### src/rtl/pc_pkg.sv
// Shared types and default constants for the fetch PC unit.
package pc_pkg;

  // Fetch sequencing states.
  typedef enum logic [1:0] {
    BOOT   = 2'd0,
    RUN    = 2'd1,
    HALTED = 2'd2
  } pc_state_t;

  // Default geometry and vectors.
  localparam int          PC_DEF_XLEN         = 32;
  localparam int unsigned PC_DEF_INC          = 4;
  localparam logic [31:0] PC_DEF_RESET_VECTOR = 32'h0000_0000;
  localparam logic [31:0] PC_DEF_TRAP_VECTOR  = 32'h0000_0100;

endpackage : pc_pkg

### src/rtl/pc_redirect_buf.sv
// Single-entry redirect target buffer with a pending flag.
// Holds a branch/jump target that arrived while fetch was stalled.
// A load always overwrites the entry so the newest target wins.
module pc_redirect_buf #(
  parameter int XLEN = 32
) (
  input  logic            CLK,
  input  logic            RESET,
  input  logic            load,
  input  logic            clear,
  input  logic [XLEN-1:0] target_in,
  output logic [XLEN-1:0] target_out,
  output logic            pending
);

  logic [XLEN-1:0] r_target;
  logic            r_pending;

  // Capture on load, drop on clear; load wins if both are raised.
  always_ff @(negedge CLK) begin
    if (RESET) begin
      r_target  <= '0;
      r_pending <= 1'b0;
    end else if (load) begin
      r_target  <= target_in;
      r_pending <= 1'b1;
    end else if (clear) begin
      r_target  <= '0;
      r_pending <= 1'b0;
    end
  end

  assign target_out = r_target;
  assign pending    = r_pending;

endmodule : pc_redirect_buf

### src/rtl/pc_unit.sv
// Fetch program counter unit: BOOT/RUN/HALTED sequencing, sequential
// increment, EX redirects (buffered while stalled) and halt.
// All state updates on the falling edge of CLK; RESET is synchronous.
// Optional feature macro PC_MISALIGN_TRAP_EN: applied redirect targets with
// nonzero low two bits are replaced by TRAP_VECTOR and MisalignF pulses.
module pc_unit
  import pc_pkg::*;
#(
  parameter int              XLEN         = PC_DEF_XLEN,
  parameter logic [XLEN-1:0] RESET_VECTOR = XLEN'(PC_DEF_RESET_VECTOR),
  parameter int unsigned     INC          = PC_DEF_INC,
  parameter logic [XLEN-1:0] TRAP_VECTOR  = XLEN'(PC_DEF_TRAP_VECTOR)
) (
  input  logic            CLK,
  input  logic            RESET,
  input  logic            StallF,
  input  logic            RedirectE,
  input  logic [XLEN-1:0] TargetE,
  input  logic            HaltReq,
  output logic [XLEN-1:0] PCF,
  output logic [XLEN-1:0] PCPlusF,
  output logic            ValidF,
  output logic            RedirPending,
  output logic            MisalignF
);

`ifdef PC_MISALIGN_TRAP_EN
  localparam bit TRAP_EN = 1'b1;
`else
  localparam bit TRAP_EN = 1'b0;
`endif

  pc_state_t       r_state, w_state_nxt;
  logic [XLEN-1:0] r_pc, w_pc_nxt;
  logic            r_misalign, w_misalign_nxt;
  logic            w_stall;
  logic            w_buf_load, w_buf_clear, w_pending;
  logic [XLEN-1:0] w_buf_target;
  logic [XLEN-1:0] w_sel_target;
  logic            w_apply;
  logic [XLEN-1:0] w_pc_inc;

  // An unknown stall is treated as no stall so fetch keeps moving.
  assign w_stall  = (StallF === 1'b1);
  assign w_pc_inc = r_pc + XLEN'(INC);

  pc_redirect_buf #(.XLEN(XLEN)) u_rbuf (
    .CLK        (CLK),
    .RESET      (RESET),
    .load       (w_buf_load),
    .clear      (w_buf_clear),
    .target_in  (TargetE),
    .target_out (w_buf_target),
    .pending    (w_pending)
  );

  // State register.
  always_ff @(negedge CLK) begin
    if (RESET) r_state <= BOOT;
    else       r_state <= w_state_nxt;
  end

  // Next state: BOOT lasts one edge; halt only when no redirect competes.
  always_comb begin
    w_state_nxt = r_state;
    case (r_state)
      BOOT:    w_state_nxt = RUN;
      RUN:     if (!RedirectE && HaltReq) w_state_nxt = HALTED;
      HALTED:  if (RedirectE) w_state_nxt = RUN;
      default: w_state_nxt = BOOT;
    endcase
  end

  // Next PC and buffer control: redirect > pending buffer > stall > increment.
  // A redirect under stall is parked in the buffer; it is applied (and
  // alignment-checked) only when the stall releases.
  always_comb begin
    w_pc_nxt       = r_pc;
    w_sel_target   = TargetE;
    w_apply        = 1'b0;
    w_buf_load     = 1'b0;
    w_buf_clear    = 1'b0;
    w_misalign_nxt = 1'b0;
    case (r_state)
      RUN: begin
        if (RedirectE) begin
          if (w_stall) begin
            w_buf_load = 1'b1;
          end else begin
            w_apply     = 1'b1;
            w_buf_clear = 1'b1;
          end
        end else if (HaltReq) begin
          w_pc_nxt = r_pc;
        end else if (w_pending && !w_stall) begin
          w_apply      = 1'b1;
          w_sel_target = w_buf_target;
          w_buf_clear  = 1'b1;
        end else if (!w_stall) begin
          w_pc_nxt = w_pc_inc;
        end
      end
      HALTED: begin
        if (RedirectE) begin
          w_apply     = 1'b1;
          w_buf_clear = 1'b1;
        end
      end
      default: w_pc_nxt = r_pc;
    endcase
    if (w_apply) begin
      w_pc_nxt = w_sel_target;
      if (TRAP_EN && (w_sel_target[1:0] != 2'b00)) begin
        w_pc_nxt       = TRAP_VECTOR;
        w_misalign_nxt = 1'b1;
      end
    end
  end

  // PC and misalignment flag registers; the flag lives for one cycle.
  always_ff @(negedge CLK) begin
    if (RESET) begin
      r_pc       <= RESET_VECTOR;
      r_misalign <= 1'b0;
    end else begin
      r_pc       <= w_pc_nxt;
      r_misalign <= w_misalign_nxt;
    end
  end

  // Outputs: fetch is real only in RUN (stalled or not).
  always_comb begin
    ValidF       = (r_state == RUN);
    PCF          = r_pc;
    PCPlusF      = w_pc_inc;
    RedirPending = w_pending;
    MisalignF    = TRAP_EN ? r_misalign : 1'b0;
  end

endmodule : pc_unit

### config.mk
export PLATFORM = sky130hd
export DESIGN_NAME = pc_unit
export DESIGN_NICKNAME = d
export VERILOG_FILES = /design/src/rtl/pc_pkg.sv /design/src/rtl/pc_redirect_buf.sv /design/src/rtl/pc_unit.sv
export SDC_FILE = /design/constraint.sdc
export NUM_CORES = 1
export LEC_CHECK = 0
export BUFFER_PORTS_ARGS = -buffer_cell sky130_fd_sc_hd__buf_4
export CAP_MARGIN = 20
export CORE_ASPECT_RATIO = 0.5
export CORE_MARGIN = 2
export CORE_UTILIZATION = 53
export CTS_BUF_LIST = sky130_fd_sc_hd__clkbuf_16
export DETAILED_ROUTE_END_ITERATION = 16
export GPL_ROUTABILITY_DRIVEN = 0
export HOLD_SLACK_MARGIN = 0.08
export PLACE_DENSITY_LB_ADDON = 0.3
export SYNTH_ARGS = -nofsm -noshare
export SYNTH_HDL_FRONTEND = slang
export SYNTH_SLANG_ARGS = --single-unit
export TNS_END_PERCENT = 50
### constraint.sdc
create_clock -name CLK -period 2.8 [get_ports CLK]
set_clock_uncertainty 0.1 [all_clocks]
set_input_delay 0.14 -clock CLK [delete_from_list [all_inputs] [get_ports CLK]]
set_output_delay 0.14 -clock CLK [all_outputs]
set_load 0.05 [all_outputs]
==> insert_results.sql, run 1 <==
INSERT INTO impl_metrics (metric_group, metric, value, unit) VALUES
('clock_tree', 'number_of_h_tree_branching_levels', '3', ''),
('clock_tree', 'cts.path.max_buffers', '2', ''),
('synth', 'mappedNetlistArea', '0.003866', 'mm^2'),
('synth', 'synth-async-reset-ratio', '0', '%'),
('synth', 'yosys-top-cells-count', 'nand2_1, dfxtp_1, a21oi_1, nand3_1, clkbuf_1', ''),
('run_status', 'stop_error', '[ERROR DPL-0038] Utilization greater than 100%, impossible to legalize', ''),
('placed_design', 'pre_cts_slack', '-668.8', 'ps'),
('floorplanning', 'rows', '21', ''),
('clock_tree', 'cts_made_buffers', '9', ''),
('clock_tree', 'clock_sinks', '67', ''),
('synth', 'mappedNetlistNets', '541', ''),
('floorplanning', 'die_y', '64.40', 'um'),
('synth', 'synth_cell_type_count', '46', ''),
('placed_design', 'detailed_place_hpwl', '12.23', 'mm'),
('synth', 'post_synth.cell_area_avg', '7.732', 'um^2'),
('floorplanning', 'die_w', '124.8', 'um'),
('placed_design', 'detailed_place.area', '0.006301', 'mm^2'),
('clock_tree', 'cts-root-buf', 'clkbuf_16', ''),
('floorplanning', 'floorplan.initialDensity', '56.38', '%'),
('synth', 'synth_top_cells_by_area', 'dfxtp_1, nand2_1, a21oi_1, xnor2_1, nand3_1', ''),
('synth', 'synthDominantAreaCellType', 'dfxtp_1', ''),
('run_status', 'status', 'stopped before the end', ''),
('synth', 'synth.yosys.seq_area_share', '34.69', '%'),
('synth', 'synth.top_cell.area_share', '34.69', '%'),
('placed_design', 'place.port_buffers', '102', ''),
('synth', 'ys_seq_elements', '67', ''),
('synth', 'post-synth-top-count-cell', 'nand2_1', ''),
('synth', 'cells_after_synthesis', '500', ''),
('synth', 'yosys_warnings', '0', ''),
('synth', 'synth_edf_count', '0', ''),
('synth', 'yosys_most_used_dff', 'dfxtp_1', ''),
('run_status', 'stop_stage', '4_1_cts', ''),
('floorplanning', 'ioPinCount', '104', '');
## logic make-up after synthesis
group	Yosys count	share of synthesized area [%]
AND/OR/NAND/NOR	221	28.61
AO/OA/AOI/OAI	100	17.35
flip-flops	67	34.69
buffers and inverters	54	5.922
XOR/XNOR	52	11.78
adder cells (fa/ha/maj)	4	1.295
other	1	0.09699
multiplexers	1	0.2589
## through the flow
| stage | std cells | hold slack [ps] | TNS, ps |
|---|---|---|---|
| 3_5_place_dp | 753 | 358.4 | -30050 |
| 3_3_place_gp | 753 | 346.4 | -23790 |
| 2_1_floorplan | 500 | 338.5 | -19770 |
==> run 2: changes to the inputs <==
Settings changed: CORE_ASPECT_RATIO 0.5 to default, CORE_UTILIZATION 53 to 40, CTS_BUF_LIST sky130_fd_sc_hd__clkbuf_16 to default, HOLD_SLACK_MARGIN 0.08 to default, PLACE_DENSITY_LB_ADDON 0.3 to 0.15.
==> run 2 against run 1 <==
The flow now finishes, with violations (negative setup slack); synthesized area stayed put; synthesized cell count unchanged.
==> insert_results.sql, run 2 <==
INSERT INTO impl_metrics (metric_group, metric, value, unit) VALUES
('placed_design', 'place.port_buffers', '102', ''),
('global_routing', 'wire_length_of_the_first_global_routing_pass', '22.39', 'mm'),
('synth', 'ys_seq_elements', '67', ''),
('synth', 'cells_after_synthesis', '500', ''),
('finish', 'areaGrowthSynthToFinish', '88.25', '%'),
('synth', 'synth_cell_type_count', '46', ''),
('synth', 'synthDominantAreaCellType', 'dfxtp_1', ''),
('synth', 'synth_adder_area_share', '1.294', '%'),
('worst_setup_path', 'critical_path_required_time', '2560', 'ps'),
('detailed_routing', 'drc', '0', ''),
('synth', 'synth.yosys.seq_area_share', '34.69', '%'),
('worst_setup_path', 'worstSetupEndpointType', 'output port', ''),
('synth', 'yosys-top-cells-count', 'nand2_1, dfxtp_1, a21oi_1, nand3_1, clkbuf_1', ''),
('synth', 'post_synth.cell_area_avg', '7.732', 'um^2'),
('synth', 'synth-async-reset-ratio', '0', '%'),
('synth', 'yosys_warnings', '0', ''),
('synth', 'synth_top_cells_by_area', 'dfxtp_1, nand2_1, a21oi_1, xnor2_1, nand3_1', ''),
('global_routing', 'vias_in_the_first_global_route', '4799', ''),
('synth', 'synth_top_family_by_area', 'simple AND/OR/NAND/NOR gates', ''),
('floorplanning', 'rows', '35', ''),
('synth', 'synth.area.mux_share', '0.2589', '%'),
('worst_setup_path', 'cp_slowest_stage_delay', '590', 'ps'),
('finish', 'drive_gt1_share', '48.83', '%'),
('synth', 'mappedNetlistArea', '0.003866', 'mm^2'),
('sta', 'setup_ws', '-975.4', 'ps'),
('finish', 'num_antenna_cells', '0', ''),
('worst_setup_path', 'worstSetupStartpointType', 'flop', ''),
('synth', 'synth_simple_gate_area_share', '28.61', '%'),
('clock_tree', 'number_of_h_tree_branching_levels', '3', ''),
('min_path', 'min-delay-start', 'u_rbuf.target_out[8]', ''),
('global_routing', 'grt_antenna_before_repair', '0', ''),
('finish', 'finalNetCount', '802', ''),
('synth', 'synth_xor_area_share', '11.78', '%'),
('synth', 'yosys_most_used_dff', 'dfxtp_1', ''),
('detailed_routing', 'avgViaCountPerCell', '5.524', ''),
('synth', 'synth_edf_count', '0', ''),
('clock_tree', 'cts_tree', 'built', ''),
('placed_design', 'pre_cts_slack', '-585.8', 'ps'),
('clock_tree', 'cts_made_buffers', '9', ''),
('detailed_routing', 'routed_wire_per_std_cell', '16.67', 'um'),
('placed_design', 'detailed_place_hpwl', '9.842', 'mm'),
('clock_tree', 'cts_hold_repair.buffers', '0', ''),
('detailed_routing', 'drt.antenna.violating_nets', '0', ''),
('detailed_routing', 'vias', '4944', ''),
('power_and_ir_drop', 'peakVddDrop', '0.2859', 'mV'),
('global_routing', 'grt_max_degree', '51', ''),
('floorplanning', 'ioPinCount', '104', ''),
('worst_setup_path', 'worstSetupPathType', 'flop to output port', ''),
('detailed_routing', 'postRouteWirelength', '14.92', 'mm'),
('power_and_ir_drop', 'cellLeakagePower', '3.312', 'nW'),
('worst_setup_path', 'reg2reg_depth', '7', ''),
('floorplanning', 'die_w', '102.3', 'um'),
('worst_setup_path', 'timing.critical_path.slowest_stage_cell', 'or4_4', ''),
('clock_tree', 'clkTransAtPathRegs', '70', 'ps'),
('finish', 'layout.cells.most_common', 'buf_4', ''),
('worst_setup_path', 'crit-reg2reg-capture', 'PCF[22]', ''),
('global_routing', 'grtUsageTotal', '27.23', '%'),
('synth', 'mappedNetlistNets', '541', ''),
('sta', 'worst_slew_pin_slew', '576.2', 'ps'),
('run_status', 'violations', 'negative setup slack', ''),
('sta', 'slew_headroom', '61.59', '%'),
('worst_setup_path', 'cp_cell_sequence', 'nand4_1 -> or4_4 -> nor3_4 -> xor2_4 -> buf_6', ''),
('clock_tree', 'cts-root-buf', 'clkbuf_8', ''),
('worst_setup_path', 'r2r-start', 'PCF[12]', ''),
('worst_setup_path', 'crit_start', 'PCF[12]', ''),
('finish', 'layout.cells.most_common_list', 'buf_4, nand2_1, inv_1', ''),
('sta', 'finalHoldViolCount', '0', ''),
('sta', 'grt_setup_unrepaired', 'yes', ''),
('worst_setup_path', 'cp.arrival', '3540', 'ps'),
('floorplanning', 'die_y', '102.3', 'um'),
('clock_tree', 'cts.path.max_buffers', '2', ''),
('detailed_routing', 'drt-pass1-iter-count', '11', ''),
('floorplanning', 'design.die.area', '0.01047', 'mm^2'),
('min_path', 'hold-path-endpoint', 'PCF[8]', ''),
('worst_setup_path', 'regToRegSetupSlack', '450', 'ps'),
('run_status', 'status', 'finished with violations', ''),
('sta', 'slew_viols_final', '0', ''),
('job', 'max-cap-violations', '0', ''),
('floorplanning', 'floorplan.initialDensity', '41.45', '%'),
('sta', 'number_of_endpoints_failing_setup_at_the_final_stage', '31', ''),
('clock_tree', 'clock_sinks', '67', ''),
('synth', 'synth.top_cell.area_share', '34.69', '%'),
('detailed_routing', 'drt_iter0_markers', '273', ''),
('synth', 'compound_gate_portion_of_the_synthesized_area', '17.35', '%'),
('worst_setup_path', 'timing.critical_path.fanout_max', '5', ''),
('min_path', 'hold_depth', '2', ''),
('power_and_ir_drop', 'total_power_per_unit_cell_area', '416.5', 'mW/mm^2'),
('global_routing', 'grt_overflow_total', '0', ''),
('floorplanning', 'design.core.area', '0.009328', 'mm^2'),
('clock_tree', 'worst_skew_pair.late_latency', '430', 'ps'),
('min_path', 'min_path_type', 'flop to flop', ''),
('finish', 'post-route-util', '78.03', '%'),
('synth', 'post-synth-top-count-cell', 'nand2_1', '');
run 2: cell type report:
type	instances	area, um^2
Clock inverter	74	325.3
Timing Repair Buffer	229	2024
Clock buffer	9	123.9
Inverter	7	28.78
Multi-Input combinational cell	380	3188
Sequential cell	67	1426
Tap cell	129	161.4
Fill cell	640	2049
run 2: worst max-delay path by stage:
stage / endpoint / depth (start not counted)
detailed placement: PCPlusF[22] / 6
global placement: PCPlusF[22] / 6
CTS: PCPlusF[22] / 6
finish: PCPlusF[22] / 5
global route: PCPlusF[22] / 5
floorplan: PCPlusF[22] / 6
run 2: kinds of logic after synthesis:
| logic type | count (synthesis) |
|---|---|
| other | 1 |
| XOR/XNOR | 52 |
| buffers and inverters | 54 |
| flip-flops | 67 |
| adder cells (fa/ha/maj) | 4 |
| AND/OR/NAND/NOR | 221 |
| AO/OA/AOI/OAI | 100 |
| multiplexers | 1 |
run 2: critical path, delay by kind of cell, from the launching register on:
family,cells,cell delay [ps]
and+or+nand+nor,3,1040
xor gates and xnor gates,1,160
DFF,1,350
buffers and inverters,1,170
run 2: layer usage:
layer	vias to the layer above	track usage, %	share of wire (%)
li1	2280	-	-
met1	2384	32.15	38
met2	252	46.46	52
met3	28	7.182	7.9
met4	0	12.21	1.7
met5	-	0	0
run 2: repair_timing:
| item | 4_1_cts | 5_1_grt |
|---|---|---|
| buffers inserted | 9 | 7 |
| gates cloned | 0 | 1 |
| resized for setup | 66 | 28 |
| hold endpoints to repair | 0 | 0 |
| endpoints found under the setup margin | 40 | 62 |
| pin swaps | 25 | 9 |
run 2: metrics by stage:
step | cells | cell area, um^2 | total power, W | TNS [ps] | hold slack (ps)
2_1_floorplan | 500 | 4886 | 0.001619 | -19770 | 338.5
3_3_place_gp | 796 | 6342 | 0.001840 | -23250 | 344.4
3_5_place_dp | 796 | 6342 | 0.001855 | -26120 | 353.0
4_1_cts | 887 | 7103 | 0.002989 | -21750 | 352.4
5_1_grt | 895 | 7278 | 0.003197 | -23110 | 364.6
6_report | 895 | 7278 | 0.003031 | -21300 | 340.9
run 2: where the power goes:
part	internal [W]	leakage, nW	switching, W
clock network	0.000543	0.458	0.000725
logic	0.000300	2.29	0.000427
registers	0.000997	0.561	0.0000389
Note: power is estimated with default switching activity, not from simulation.
==> run 3: changes to the inputs <==
Settings changed: PLACE_DENSITY_LB_ADDON 0.15 to default.
==> run 3 against run 2 <==
The run still ends with negative setup slack left; sequential share of layout area is essentially flat; final area shrank 0.15%; global-route usage shrank 0.60 points; hold slack gained 9.2 ps; final cell count shrank 0.11%; sequential power is essentially flat; core utilization shrank 0.12 points; clock power is essentially flat; count of clock-buffer cells in the layout is the same; non-clock buffer count grew 1; die area is the same; total power shrank 1.1%; critical endpoint unchanged; highest routed layer unchanged.
==> insert_results.sql, run 3 (synthesis gave the netlist of run 2 again) <==
INSERT INTO impl_metrics (metric_group, metric, value, unit) VALUES
('worst_setup_path', 'worstSetupPathType', 'flop to output port', ''),
('clock_tree', 'clock_sinks', '67', ''),
('detailed_routing', 'postRouteWirelength', '13.72', 'mm'),
('min_path', 'hold_depth', '2', ''),
('detailed_routing', 'drc', '0', ''),
('detailed_routing', 'avgViaCountPerCell', '5.227', ''),
('job', 'max-cap-violations', '0', ''),
('sta', 'finalHoldViolCount', '0', ''),
('detailed_routing', 'routed_wire_per_std_cell', '15.34', 'um'),
('worst_setup_path', 'worstSetupStartpointType', 'flop', ''),
('detailed_routing', 'vias', '4673', ''),
('global_routing', 'grt_max_degree', '42', ''),
('finish', 'post_layout_nonfiller_instances', '894', ''),
('clock_tree', 'cts.path.max_buffers', '2', ''),
('sta', 'number_of_endpoints_failing_setup_at_the_final_stage', '30', ''),
('power_and_ir_drop', 'cellLeakagePower', '3.306', 'nW'),
('finish', 'finalNetCount', '802', ''),
('worst_setup_path', 'crit-reg2reg-capture', 'PCF[22]', ''),
('floorplanning', 'rows', '35', ''),
('sta', 'setup_ws', '-958.6', 'ps'),
('run_status', 'violations', 'negative setup slack', ''),
('global_routing', 'grtUsageTotal', '26.63', '%'),
('global_routing', 'grt_overflow_total', '0', ''),
('floorplanning', 'die_y', '102.3', 'um'),
('placed_design', 'place.port_buffers', '102', ''),
('clock_tree', 'cts_made_buffers', '9', ''),
('worst_setup_path', 'timing.critical_path.fanout_max', '7', ''),
('sta', 'grt_setup_unrepaired', 'yes', ''),
('min_path', 'min_path_type', 'flop to flop', ''),
('finish', 'layout.cells.most_common', 'buf_4', ''),
('power_and_ir_drop', 'total_power_per_unit_cell_area', '412.7', 'mW/mm^2'),
('finish', 'drive_gt1_share', '48.37', '%'),
('worst_setup_path', 'regToRegSetupSlack', '530', 'ps'),
('power_and_ir_drop', 'power.net_switching', '0.001089', 'W'),
('worst_setup_path', 'r2r-start', 'PCF[3]', ''),
('power_and_ir_drop', 'internal-power', '0.001910', 'W'),
('floorplanning', 'design.core.area', '0.009328', 'mm^2'),
('floorplanning', 'design.die.area', '0.01047', 'mm^2'),
('global_routing', 'wire_length_of_the_first_global_routing_pass', '21.69', 'mm'),
('global_routing', 'grt_antenna_before_repair', '0', ''),
('sta', 'slew_viols_final', '0', ''),
('power_and_ir_drop', 'clkPwrFrac', '41.5', '%'),
('clock_tree', 'number_of_h_tree_branching_levels', '3', ''),
('floorplanning', 'floorplan.initialDensity', '41.45', '%'),
('min_path', 'min-delay-start', 'u_rbuf.target_out[16]', ''),
('placed_design', 'detailed_place_hpwl', '9.873', 'mm'),
('worst_setup_path', 'critical_path_required_time', '2560', 'ps'),
('min_path', 'hold-path-endpoint', 'PCF[16]', ''),
('power_and_ir_drop', 'peakVddDrop', '0.3849', 'mV'),
('power_and_ir_drop', 'p_seq_share', '34.5', '%'),
('global_routing', 'vias_in_the_first_global_route', '4618', ''),
('sta', 'totalNegativeSetupSlack', '-22750', 'ps'),
('floorplanning', 'ioPinCount', '104', ''),
('clock_tree', 'worst_skew_pair.late_latency', '400', 'ps'),
('detailed_routing', 'drt.antenna.violating_nets', '0', ''),
('power_and_ir_drop', 'sw_frac_of_total', '36.30', '%'),
('finish', 'layout.cells.most_common_list', 'buf_4, nand2_1, inv_1', ''),
('detailed_routing', 'drt_iter0_markers', '185', ''),
('worst_setup_path', 'reg2reg_depth', '7', ''),
('finish', 'num_antenna_cells', '0', ''),
('detailed_routing', 'drt-pass1-iter-count', '6', ''),
('worst_setup_path', 'cp.arrival', '3520', 'ps'),
('clock_tree', 'clkTransAtPathRegs', '40', 'ps'),
('power_and_ir_drop', 'share_comb_of_total_power', '23.9', '%'),
('clock_tree', 'cts_hold_repair.buffers', '0', ''),
('clock_tree', 'cts-root-buf', 'clkbuf_8', ''),
('worst_setup_path', 'worstSetupEndpointType', 'output port', ''),
('finish', 'areaGrowthSynthToFinish', '87.96', '%'),
('clock_tree', 'cts_tree', 'built', ''),
('placed_design', 'post-place-cells', '802', ''),
('run_status', 'status', 'finished with violations', ''),
('finish', 'num-fill-cells', '693', ''),
('floorplanning', 'die_w', '102.3', 'um');
## run 3: metrics by stage
| step | power, W | worst slack (ps) | utilization [%] | hold WS, ps | instance area, um^2 |
|---|---|---|---|---|---|
| after floorplan | 0.001619 | -796.6 | - | 338.5 | 4886 |
| after global placement | 0.001854 | -573.5 | 68.61 | 342.2 | 6400 |
| after detailed placement | 0.001865 | -586.5 | 68.61 | 351.1 | 6400 |
| after CTS | 0.003014 | -973.5 | 76.41 | 354.8 | 7127 |
| after global routing | 0.003191 | -1033 | 77.91 | 353.5 | 7267 |
| final | 0.002999 | -958.6 | 77.91 | 350.1 | 7267 |
## run 3: metal layers
| metal | wire length (um) | GRT usage, % |
|---|---|---|
| met2 | 7029 | 44.48 |
| met3 | 803 | 7.250 |
| met4 | 160 | 8.410 |
| met5 | 0 | 0 |
| met1 | 5724 | 33.53 |
## run 3: worst max-delay path by stage
stage            from  slack (ps)  cells after the start           to
6_report       PCF[3]        -960                      6  PCPlusF[22]
5_1_grt        PCF[3]       -1030                      6  PCPlusF[22]
4_1_cts        PCF[3]        -970                      6  PCPlusF[22]
3_5_place_dp   PCF[3]        -590                      6  PCPlusF[22]
3_3_place_gp   PCF[3]        -570                      6  PCPlusF[22]
2_1_floorplan  PCF[3]        -800                      6  PCPlusF[22]
## run 3: repair_timing
item,4_1_cts,5_1_grt
endpoints found under the setup margin,35,57
gates cloned,0,0
pin swaps,29,15
buffers inserted,8,4
gates resized for setup,57,24
## run 3: power by group through the flow
stage | sequential, W | clock (W) | combinational (W)
final | 0.00104 | 0.00125 | 0.000717
after global routing | 0.00104 | 0.00139 | 0.000761
after CTS | 0.00103 | 0.00128 | 0.000702
after detailed placement | 0.00105 | 0.000147 | 0.000672
after global placement | 0.00104 | 0.000147 | 0.000664
after floorplan | 0.00114 | 0.000147 | 0.000329
## run 3: cell type report
| cell class | count | area, um^2 | area share (%) |
|---|---|---|---|
| timing repair buffer | 230 | 2019 | 27.79 |
| clock inverter | 73 | 330.3 | 4.545 |
| inverter | 7 | 26.28 | 0.3616 |
| multi-input combinational | 379 | 3179 | 43.75 |
| clock buffer | 9 | 123.9 | 1.705 |
| tap | 129 | 161.4 | 2.221 |
| sequential | 67 | 1426 | 19.63 |
## run 3: worst max-delay path, cell delays in order, from the launching register on
cell and delay [ps]:
dfxtp_4 350, ha_4 140, nand3_4 80, or4_4 600, nor3_4 230, xor2_4 160, buf_6 170
==> run 4: changes to the inputs <==
Clock period 2.8 ns to 4.8 ns, I/O delays scaled along.
==> run 4 against run 3 <==
The flow still finishes with violations (negative setup slack); first-iteration DRC count increased by 12%; count of clock-buffer cells in the layout unchanged; hold slack improved by 6.6 ps; sequential power decreased by 41%; wire length decreased by 8.9%; setup slack improved by 930 ps; clock power decreased by 51%; total power decreased by 48%; final area decreased by 19%; critical path depth unchanged; sequential share of layout area increased by 4.2 points; final cell count decreased by 8.6%; critical path type unchanged; largest power group unchanged.
==> insert_results.sql, run 4 (synthesis gave the netlist of run 2 again) <==
INSERT INTO impl_metrics (metric_group, metric, value, unit) VALUES
('finish', 'finalNetCount', '726', ''),
('clock_tree', 'cts-root-buf', 'clkbuf_8', ''),
('worst_setup_path', 'worstSetupStartpointType', 'flop', ''),
('detailed_routing', 'vias', '4396', ''),
('floorplanning', 'ioPinCount', '104', ''),
('power_and_ir_drop', 'total_power_per_unit_cell_area', '265.3', 'mW/mm^2'),
('worst_setup_path', 'r2r-start', 'r_state[1]', ''),
('worst_setup_path', 'cpMostUsedCell', 'buf_6', ''),
('detailed_routing', 'drt.antenna.violating_nets', '0', ''),
('global_routing', 'grt_max_degree', '74', ''),
('worst_setup_path', 'timing.critical_path.fanout_max', '8', ''),
('detailed_routing', 'drc', '0', ''),
('sta', 'number_of_endpoints_failing_setup_at_the_final_stage', '2', ''),
('placed_design', 'detailed_place_hpwl', '7.992', 'mm'),
('clock_tree', 'cts_tree', 'built', ''),
('sta', 'slew_viols_final', '0', ''),
('finish', 'areaGrowthSynthToFinish', '52.91', '%'),
('power_and_ir_drop', 'peakVddDrop', '0.1472', 'mV'),
('floorplanning', 'die_y', '102.3', 'um'),
('power_and_ir_drop', 'cellLeakagePower', '2.659', 'nW'),
('sta', 'setup_ws', '-30.81', 'ps'),
('floorplanning', 'design.die.area', '0.01047', 'mm^2'),
('placed_design', 'post-place-cells', '716', ''),
('worst_setup_path', 'worstSetupEndpointType', 'output port', ''),
('worst_setup_path', 'worstSetupPathType', 'flop to output port', ''),
('clock_tree', 'cts_made_buffers', '9', ''),
('global_routing', 'wire_length_of_the_first_global_routing_pass', '19.61', 'mm'),
('global_routing', 'grtUsageTotal', '23.85', '%'),
('detailed_routing', 'postRouteWirelength', '12.49', 'mm'),
('finish', 'num_antenna_cells', '0', ''),
('detailed_routing', 'routed_wire_per_std_cell', '15.29', 'um'),
('min_path', 'min_path_type', 'flop to flop', ''),
('worst_setup_path', 'cp_cell_sequence', 'nand2_4 -> or4_4 -> buf_6 -> nor2_4 -> xor2_4 -> buf_6', ''),
('clock_tree', 'number_of_h_tree_branching_levels', '3', ''),
('worst_setup_path', 'timing.critical_path.slowest_stage_cell', 'or4_4', ''),
('global_routing', 'vias_in_the_first_global_route', '4151', ''),
('worst_setup_path', 'cp_slowest_stage_delay', '610', 'ps'),
('global_routing', 'grt_overflow_total', '0', ''),
('floorplanning', 'floorplan.initialDensity', '41.45', '%'),
('finish', 'stdcell_area', '0.005912', 'mm^2'),
('floorplanning', 'die_w', '102.3', 'um'),
('floorplanning', 'design.core.area', '0.009328', 'mm^2'),
('min_path', 'hold-path-endpoint', 'PCF[16]', ''),
('finish', 'layout.cells.most_common', 'buf_4', ''),
('floorplanning', 'rows', '35', ''),
('clock_tree', 'worst_skew_pair.late_latency', '390', 'ps'),
('finish', 'drive_gt1_share', '36.63', '%'),
('clock_tree', 'cts_hold_repair.buffers', '0', ''),
('sta', 'finalHoldViolCount', '0', ''),
('finish', 'layout.cells.most_common_list', 'buf_4, nand2_1, inv_1', ''),
('detailed_routing', 'avgViaCountPerCell', '5.381', ''),
('finish', 'num-fill-cells', '868', ''),
('worst_setup_path', 'critical_path_required_time', '4460', 'ps'),
('detailed_routing', 'drt-pass1-iter-count', '5', ''),
('global_routing', 'grt_antenna_before_repair', '0', ''),
('worst_setup_path', 'crit_start', 'PCF[7]', ''),
('sta', 'grt_setup_unrepaired', 'yes', ''),
('clock_tree', 'cts.path.max_buffers', '2', ''),
('worst_setup_path', 'cp.arrival', '4490', 'ps'),
('worst_setup_path', 'reg2reg_depth', '8', ''),
('min_path', 'min-delay-start', 'u_rbuf.target_out[16]', ''),
('min_path', 'hold_depth', '2', ''),
('sta', 'slew_headroom', '49.10', '%'),
('sta', 'worst_slew_pin_slew', '763.5', 'ps'),
('finish', 'post_layout_nonfiller_instances', '817', ''),
('clock_tree', 'clkTransAtPathRegs', '40', 'ps'),
('placed_design', 'place.port_buffers', '102', ''),
('run_status', 'violations', 'negative setup slack', ''),
('placed_design', 'detailed_place.area', '0.005121', 'mm^2'),
('worst_setup_path', 'crit-reg2reg-capture', 'PCF[27]', ''),
('sta', 'min_hold_slack', '356.7', 'ps'),
('worst_setup_path', 'regToRegSetupSlack', '2450', 'ps'),
('sta', 'totalNegativeSetupSlack', '-55.09', 'ps'),
('run_status', 'status', 'finished with violations', ''),
('clock_tree', 'clock_sinks', '67', ''),
('detailed_routing', 'drt_iter0_markers', '208', ''),
('job', 'max-cap-violations', '0', '');
## run 4: cell type report
type	count	area, um^2	share of cell area, %
multi-input combinational	379	2686	45.44
timing repair buffer	154	1225	20.72
tap	129	161.4	2.730
inverter	7	26.28	0.4444
clock inverter	72	280.3	4.741
sequential	67	1409	23.83
clock buffer	9	123.9	2.095
## run 4: worst max-delay path: cells and delay by family, from the launching register on
family / cells / cell delay (ps)
buffers and inverters: 2 / 340
AND/OR/NAND/NOR: 3 / 840
flip-flops: 1 / 380
XOR/XNOR: 1 / 150
## run 4: layer usage
layer  wire [um]  vias up  global-route usage (%)
met5           0        -                       0
met1        5614     2099                   30.26
met2        5844      156                   36.94
li1            -     2116                       -
met4         233        0                   9.641
met3         800       25                   8.618
## run 4: worst max-delay path by stage
stage                  end  slack [ps]  cells past startpoint
6_report       PCPlusF[20]         -30                      6
5_1_grt        PCPlusF[20]        -100                      7
4_1_cts        PCPlusF[20]         -70                      7
3_5_place_dp   PCPlusF[20]          50                      7
3_3_place_gp   PCPlusF[16]          80                      7
2_1_floorplan  PCPlusF[22]        -270                      6
## run 4: timing repair
action | CTS | global route
hold endpoints to repair | 0 | 0
gates resized for setup | 37 | 25
cloned | 0 | 0
endpoints found under the setup margin | 15 | 19
setup buffers | 8 | 13
pin swaps | 15 | 16
## run 4: where the power goes
group / internal [W] / switching (W)
clock network: 0.000251 / 0.000365
logic: 0.000125 / 0.000214
registers: 0.000584 / 0.0000296
total: 0.000959 / 0.000609
## run 4: metrics by stage
stage | util (%) | power, W | worst slack (ps)
after floorplan | - | 0.0009237 | -266.4
after global placement | 54.90 | 0.001032 | 83.04
after detailed placement | 54.90 | 0.001036 | 45.85
after CTS | 61.50 | 0.001590 | -72.71
after global routing | 63.38 | 0.001677 | -104.1
final | 63.38 | 0.001568 | -30.81
